## config.mk

```make
export PLATFORM = sky130hd
export DESIGN_NAME = usbdev_remote_wake
export DESIGN_NICKNAME = d
export VERILOG_FILES = /design/src/rtl/usbdev_remote_wake.sv
export SDC_FILE = /design/constraint.sdc
export NUM_CORES = 1
export LEC_CHECK = 0
export ABC_AREA = 1
export CAP_MARGIN = 30
export CORE_MARGIN = 4
export CORE_UTILIZATION = 62
export DETAILED_ROUTE_END_ITERATION = 7
export HOLD_SLACK_MARGIN = 0.15
export PLACE_DENSITY = 0.84
export SLEW_MARGIN = 20
export SYNTH_ARGS = -nofsm -noshare
export SYNTH_HDL_FRONTEND = slang
export SYNTH_SLANG_ARGS = --single-unit
```

## constraint.sdc

```tcl
create_clock -name clk_48mhz_i -period 4 [get_ports clk_48mhz_i]
set_input_delay 0.8 -clock clk_48mhz_i [delete_from_list [all_inputs] [get_ports clk_48mhz_i]]
set_output_delay 0.8 -clock clk_48mhz_i [all_outputs]
set_load 0.02 [all_outputs]
```

## src/rtl/usbdev_remote_wake.sv

```systemverilog
// usbdev_remote_wake: remote-wakeup resume signaling generator.
// Waits for the bus to be idle long enough while suspended, drives K for a
// fixed time, then releases the bus and waits for the host to resume the link.
module usbdev_remote_wake #(
  parameter logic [14:0] IdleMinUs  = 15'd5000,
  parameter logic [14:0] KDriveUs   = 15'd2000,
  parameter logic [14:0] HostWaitUs = 15'd20000
) (
  input  logic       clk_48mhz_i,
  input  logic       rst_ni,
  input  logic       us_tick_i,
  input  logic       wake_en_i,
  input  logic       wake_req_i,
  input  logic       link_suspend_i,
  input  logic       link_reset_i,
  input  logic       link_disconnect_i,
  input  logic       rx_idle_det_i,
  output logic       wake_oe_o,
  output logic       wake_k_o,
  output logic       wake_busy_o,
  output logic       wake_done_o,
  output logic       wake_rejected_o,
  output logic       wake_aborted_o,
  output logic       wake_fail_o,
  output logic [2:0] wake_state_o
);

  typedef enum logic [2:0] {
    StIdle    = 3'd0,
    StWait    = 3'd1,
    StDrive   = 3'd2,
    StRelease = 3'd3
  } state_e;

  state_e      r_state;
  state_e      w_state_next;
  logic [14:0] r_idle_cnt;
  logic [14:0] r_timer;
  logic        r_oe;
  logic        r_busy;
  logic        r_done;
  logic        r_rejected;
  logic        r_aborted;
  logic        r_fail;

  logic        w_quiet;
  logic        w_idle_ok;
  logic        w_k_last;
  logic        w_host_last;
  logic        w_timed;
  logic        w_done;
  logic        w_rejected;
  logic        w_aborted;
  logic        w_fail;

  // Bus counts as quiet only while suspended, receiver idle and we are not driving K ourselves.
  assign w_quiet     = link_suspend_i & rx_idle_det_i & ~r_oe;
  assign w_idle_ok   = (r_idle_cnt == IdleMinUs);
  assign w_k_last    = us_tick_i & (r_timer == (KDriveUs - 15'd1));
  assign w_host_last = us_tick_i & (r_timer == (HostWaitUs - 15'd1));
  assign w_timed     = (r_state == StDrive) | (r_state == StRelease);

  // Continuous bus-idle time in microseconds, saturating at the required minimum.
  always_ff @(posedge clk_48mhz_i or negedge rst_ni) begin
    if (!rst_ni) begin
      r_idle_cnt <= '0;
    end else if (!w_quiet) begin
      r_idle_cnt <= '0;
    end else if (us_tick_i && (r_idle_cnt < IdleMinUs)) begin
      r_idle_cnt <= r_idle_cnt + 15'd1;
    end
  end

  // Per-state microsecond timer: restarts on every state change, counts in Drive/Release.
  always_ff @(posedge clk_48mhz_i or negedge rst_ni) begin
    if (!rst_ni) begin
      r_timer <= '0;
    end else if (w_state_next != r_state) begin
      r_timer <= '0;
    end else if (us_tick_i && w_timed && (r_timer != 15'h7FFF)) begin
      r_timer <= r_timer + 15'd1;
    end
  end

  // Next-state and event decode; reset/disconnect abort wins over every other transition.
  always_comb begin
    w_state_next = r_state;
    w_done       = 1'b0;
    w_rejected   = 1'b0;
    w_aborted    = 1'b0;
    w_fail       = 1'b0;
    if ((r_state != StIdle) && (link_reset_i || link_disconnect_i)) begin
      w_state_next = StIdle;
      w_aborted    = 1'b1;
    end else begin
      unique case (r_state)
        StIdle: begin
          if (wake_req_i) begin
            if (wake_en_i && link_suspend_i) begin
              w_state_next = StWait;
            end else begin
              w_rejected = 1'b1;
            end
          end
        end
        StWait: begin
          if (!link_suspend_i || !wake_en_i) begin
            w_state_next = StIdle;
            w_aborted    = 1'b1;
          end else if (w_idle_ok) begin
            w_state_next = StDrive;
          end
        end
        StDrive: begin
          if (w_k_last) begin
            w_state_next = StRelease;
          end
        end
        StRelease: begin
          if (!link_suspend_i) begin
            w_state_next = StIdle;
            w_done       = 1'b1;
          end else if (w_host_last) begin
            w_state_next = StIdle;
            w_fail       = 1'b1;
          end
        end
        default: begin
          w_state_next = StIdle;
        end
      endcase
    end
  end

  // State register plus registered outputs derived from the upcoming state.
  always_ff @(posedge clk_48mhz_i or negedge rst_ni) begin
    if (!rst_ni) begin
      r_state    <= StIdle;
      r_oe       <= 1'b0;
      r_busy     <= 1'b0;
      r_done     <= 1'b0;
      r_rejected <= 1'b0;
      r_aborted  <= 1'b0;
      r_fail     <= 1'b0;
    end else begin
      r_state    <= w_state_next;
      r_oe       <= (w_state_next == StDrive);
      r_busy     <= (w_state_next != StIdle);
      r_done     <= w_done;
      r_rejected <= w_rejected;
      r_aborted  <= w_aborted;
      r_fail     <= w_fail;
    end
  end

  assign wake_oe_o       = r_oe;
  assign wake_k_o        = r_oe;
  assign wake_busy_o     = r_busy;
  assign wake_done_o     = r_done;
  assign wake_rejected_o = r_rejected;
  assign wake_aborted_o  = r_aborted;
  assign wake_fail_o     = r_fail;
  assign wake_state_o    = r_state;

endmodule
```

==> flow_summary.yaml <==
run_status:
  status: "completed"
sta:
  finalHoldViolCount: 0
  finClkSkew_ns: 0.01070
  slew_viol_final: 0
  period_share_pct: 62.14
  timing.final.ws_setup_ns: 1.515
  slew_headroom_pct: 37.61
  finalSetupTns_ns: 0
  fin_hold_ws_ns: 0.4902
  tightest_slew_ns: 0.9324
  clock.fmax_mhz: 402.3
  fin_crit_ns: 2.485
  setup_violations: 0
  rsz0062_at_grt: "false"
setup_path:
  slowest_delay_ns: 0.71
  cpLargestDelayFamily: "simple AND/OR/NAND/NOR gates"
  end_kind: "flip-flop"
  worstSetupPathDepth: 7
  critical_path_class: "input port to flip-flop"
  worstPathArrival_ns: 2.71
  cp_num_buf_inv: 1
  cp_data_required_time_ns: 4.23
  reg2regPathDepth: 9
  path_max_fanout: 14
  crit_slowest_cell: "nor2_1"
  start_kind: "input port"
  crit_chain: "clkdlybuf4s50_1 > nand2_1 > nor2_1 > nand2_2 > nand3_1 > o21ai_0 > a21oi_1"
synthesis:
  synth_area_sq_um: 2278
  syn-num-nets: 314
  synth.area.top_cells: "dfrtp_1 (43%), nand2_1 (9.6%), nor2_1 (7.2%)"
  synth_common_cells: "nand2_1 (58), nor2_1 (44), inv_1 (41), dfrtp_1 (39), nand3_1 (27)"
  synth_top_area_share_pct: 42.83
  postSynth.asyncResetShare_pct: 100.0
  yosys_warnings: 0
  synth_edf_count: 0
  yosysMostFrequentCell: "nand2_1"
  postSynthCellCount: 302
  ys_types: 30
  ys_seq_elements: 39
  avgSynthCellArea_sq_um: 7.544
  ys_seq_area_share_pct: 42.83
  yosys.area.top_type: "dfrtp_1"
  synth_ff_type: "dfrtp_1"
floorplan:
  die_w_um: 68.62
  coreArea_sq_um: 3442
  dieArea_sq_um: 4709
  start_util_pct: 66.19
  die_h_um: 68.62
  ios: 19
  rows: 21
worst_hold_path:
  whs_path_depth: 1
  hold_class: "flip-flop to flip-flop"
route:
  routedWlPerCell_um: 13.40
  drc: 0
  drtPass1Iterations: 4
  drt_iter0_drc: 119
  wirelength_um: 4957
  viasPerCell: 5.441
  postRouteAntennaNets: 0
  via_count: 2013
clock_network:
  worstSkewPairLatency_ns: 0.30
  postCtsSetupBuffers: 0
  clock_path_buffers: 2
  htree_num_levels: 2
  cts-root-buf: "clkbuf_8"
  clkTransAtPathRegs_ns: 0.07
  cts_made_buffers: 5
  cts-resized-gates: 0
  cts_tree: "done"
  clock_sinks: 39
  postCtsHoldBufs: 0
global_routing:
  grt_max_degree: 40
  grt_pass1_wl_um: 8418
  grt_usage_pct: 24.08
  overflow: 0
  antenna_found_initial: 0
  grt_pass1_vias: 1958
finish:
  num-nets-final: 335
  final.fill_count: 260
  postLayoutCellArea_sq_um: 2552
  syn2layout_area_growth_pct: 12.03
  final_cells: 370
  layout-drive-gt1-share_pct: 9.568
  insertedDiodeCount: 0
power:
  pwr-share-comb_pct: 7.2
  p_sw_share_pct: 24.27
  power_frac_seq_pct: 56.3
  intPower_uw: 536.4
  ir_worst_vdd_mv: 0.2105
  power_density_nw_per_um2: 277.5
  p_sw_uw: 171.9
  power.leakage_uw: 0.001119
  clkPwrFrac_pct: 36.5
place:
  dpl.hpwl_um: 3591
  placed_area_sq_um: 2471
  preCtsSetupSlack_ns: 1.188
  place.gp.congestion: 0.9141
  placed_cells: 362
  port_buffers: 18
flow_run:
  maxCapViolations: 0
[metrics by stage]
stage	util, %	power [uW]
after global placement	71.79	457.0
after CTS	74.15	710.2
after detailed placement	71.79	457.8
after global routing	74.15	737.5
after floorplan	-	435.0
final	74.15	708.4
[final timing paths]
path | from | to | slack (ns)
max | link_suspend_i | r_idle_cnt[11]$_DFFE_PN0P_ | 1.51
min | r_idle_cnt[3]$_DFFE_PN0P_ | r_idle_cnt[3]$_DFFE_PN0P_ | 0.49
max reg2reg | r_timer[0]$_DFFE_PN0P_ | r_timer[10]$_DFFE_PN0P_ | 2.03
min reg2reg | r_idle_cnt[3]$_DFFE_PN0P_ | r_idle_cnt[3]$_DFFE_PN0P_ | 0.49
max in group asynchronous | rst_ni | r_idle_cnt[9]$_DFFE_PN0P_ | 2.85
min in group asynchronous | rst_ni | r_timer[11]$_DFFE_PN0P_ | 0.61
[registers in the layout, indices dropped and copies added, names as in the netlist]
register / cells
wake_state_o: 3
wake_busy_o: 1
wake_done_o: 1
wake_fail_o: 1
wake_aborted_o: 1
r_timer: 15
r_idle_cnt: 15
wake_k_o: 1
wake_rejected_o: 1
[worst register-to-register path, cell delays in order, from the launching register on]
cell and delay (ns):
dfrtp_1 0.40, ha_1 0.20, nand3_1 0.19, nor2_1 0.26, inv_1 0.10, nor3_2 0.13, nand2_1 0.11, nor2_1 0.20
xor2_1 0.22, nor2_2 0.06
[power groups by stage]
stage	logic [uW]	clock network (uW)	registers, uW
finish	51.1	259	399
global route	57.4	281	399
CTS	51.5	260	399
detailed placement	51.4	0	406
global placement	50.8	0	406
floorplan	25.7	0	409
[cell usage in the layout, fill, tap and decap left out]
| cell type | netlist | routed |
|---|---|---|
| a21boi_2 | 1 | 1 |
| a21oi_1 | 6 | 6 |
| a31oi_1 | 2 | 2 |
| and3_1 | 1 | 1 |
| buf_2 | 1 | 1 |
| clkbuf_1 | 0 | 2 |
| clkbuf_8 | 0 | 5 |
| clkdlybuf4s50_1 | 0 | 17 |
| clkinv_1 | 1 | 1 |
| clkinv_2 | 0 | 1 |
| conb_1 | 1 | 1 |
| dfrtp_1 | 39 | 39 |
| ha_1 | 3 | 3 |
| inv_1 | 41 | 41 |
| inv_2 | 3 | 3 |
| nand2_1 | 58 | 58 |
| nand2_2 | 6 | 6 |
| nand2_4 | 1 | 1 |
| nand3_1 | 27 | 27 |
| nand3b_1 | 1 | 1 |
| nand4_1 | 4 | 4 |
| nor2_1 | 44 | 44 |
| nor2_2 | 10 | 10 |
| nor3_1 | 10 | 10 |
| nor3_2 | 1 | 1 |
| nor4_1 | 6 | 6 |
| o21ai_0 | 14 | 14 |
| o21ai_2 | 1 | 1 |
| o21ai_4 | 1 | 1 |
| o31ai_1 | 2 | 2 |
| xnor2_1 | 1 | 1 |
| xor2_1 | 13 | 13 |
[routing by layer]
| layer | GRT usage, % | wire (um) | vias up |
|---|---|---|---|
| met5 | 0 | 0 | - |
| met4 | 11.17 | 87 | 0 |
| li1 | - | - | 1002 |
| met1 | 29.75 | 2156 | 934 |
| met2 | 39.57 | 2486 | 65 |
| met3 | 5.673 | 227 | 12 |
[kinds of logic (layout without fill, tap and decap cells)]
logic type                 Yosys count  count (layout)  share of synthesized area [%]
other                                1               1                         0.1646
buffers and inverters               49              71                          9.170
AOI/OAI and AO/OA                   27              27                          7.194
xor gates and xnor gates            14              14                          5.382
and+or+nand+nor                    169             169                          33.61
DFF                                 39              39                          42.83
adders and majority gates            3               3                          1.648
[layout make-up]
cell class,instances,area [sq um],area share (%)
multi-input cells,214,1094,42.84
flip-flops and latches,39,975.9,38.24
repair buffers,18,175.2,6.863
inverters,45,168.9,6.618
clock buffers,7,76.32,2.990
well taps,46,57.56,2.255
clock inverters,1,5.005,0.1961
No activity file was read; power rests on OpenSTA's default activity.
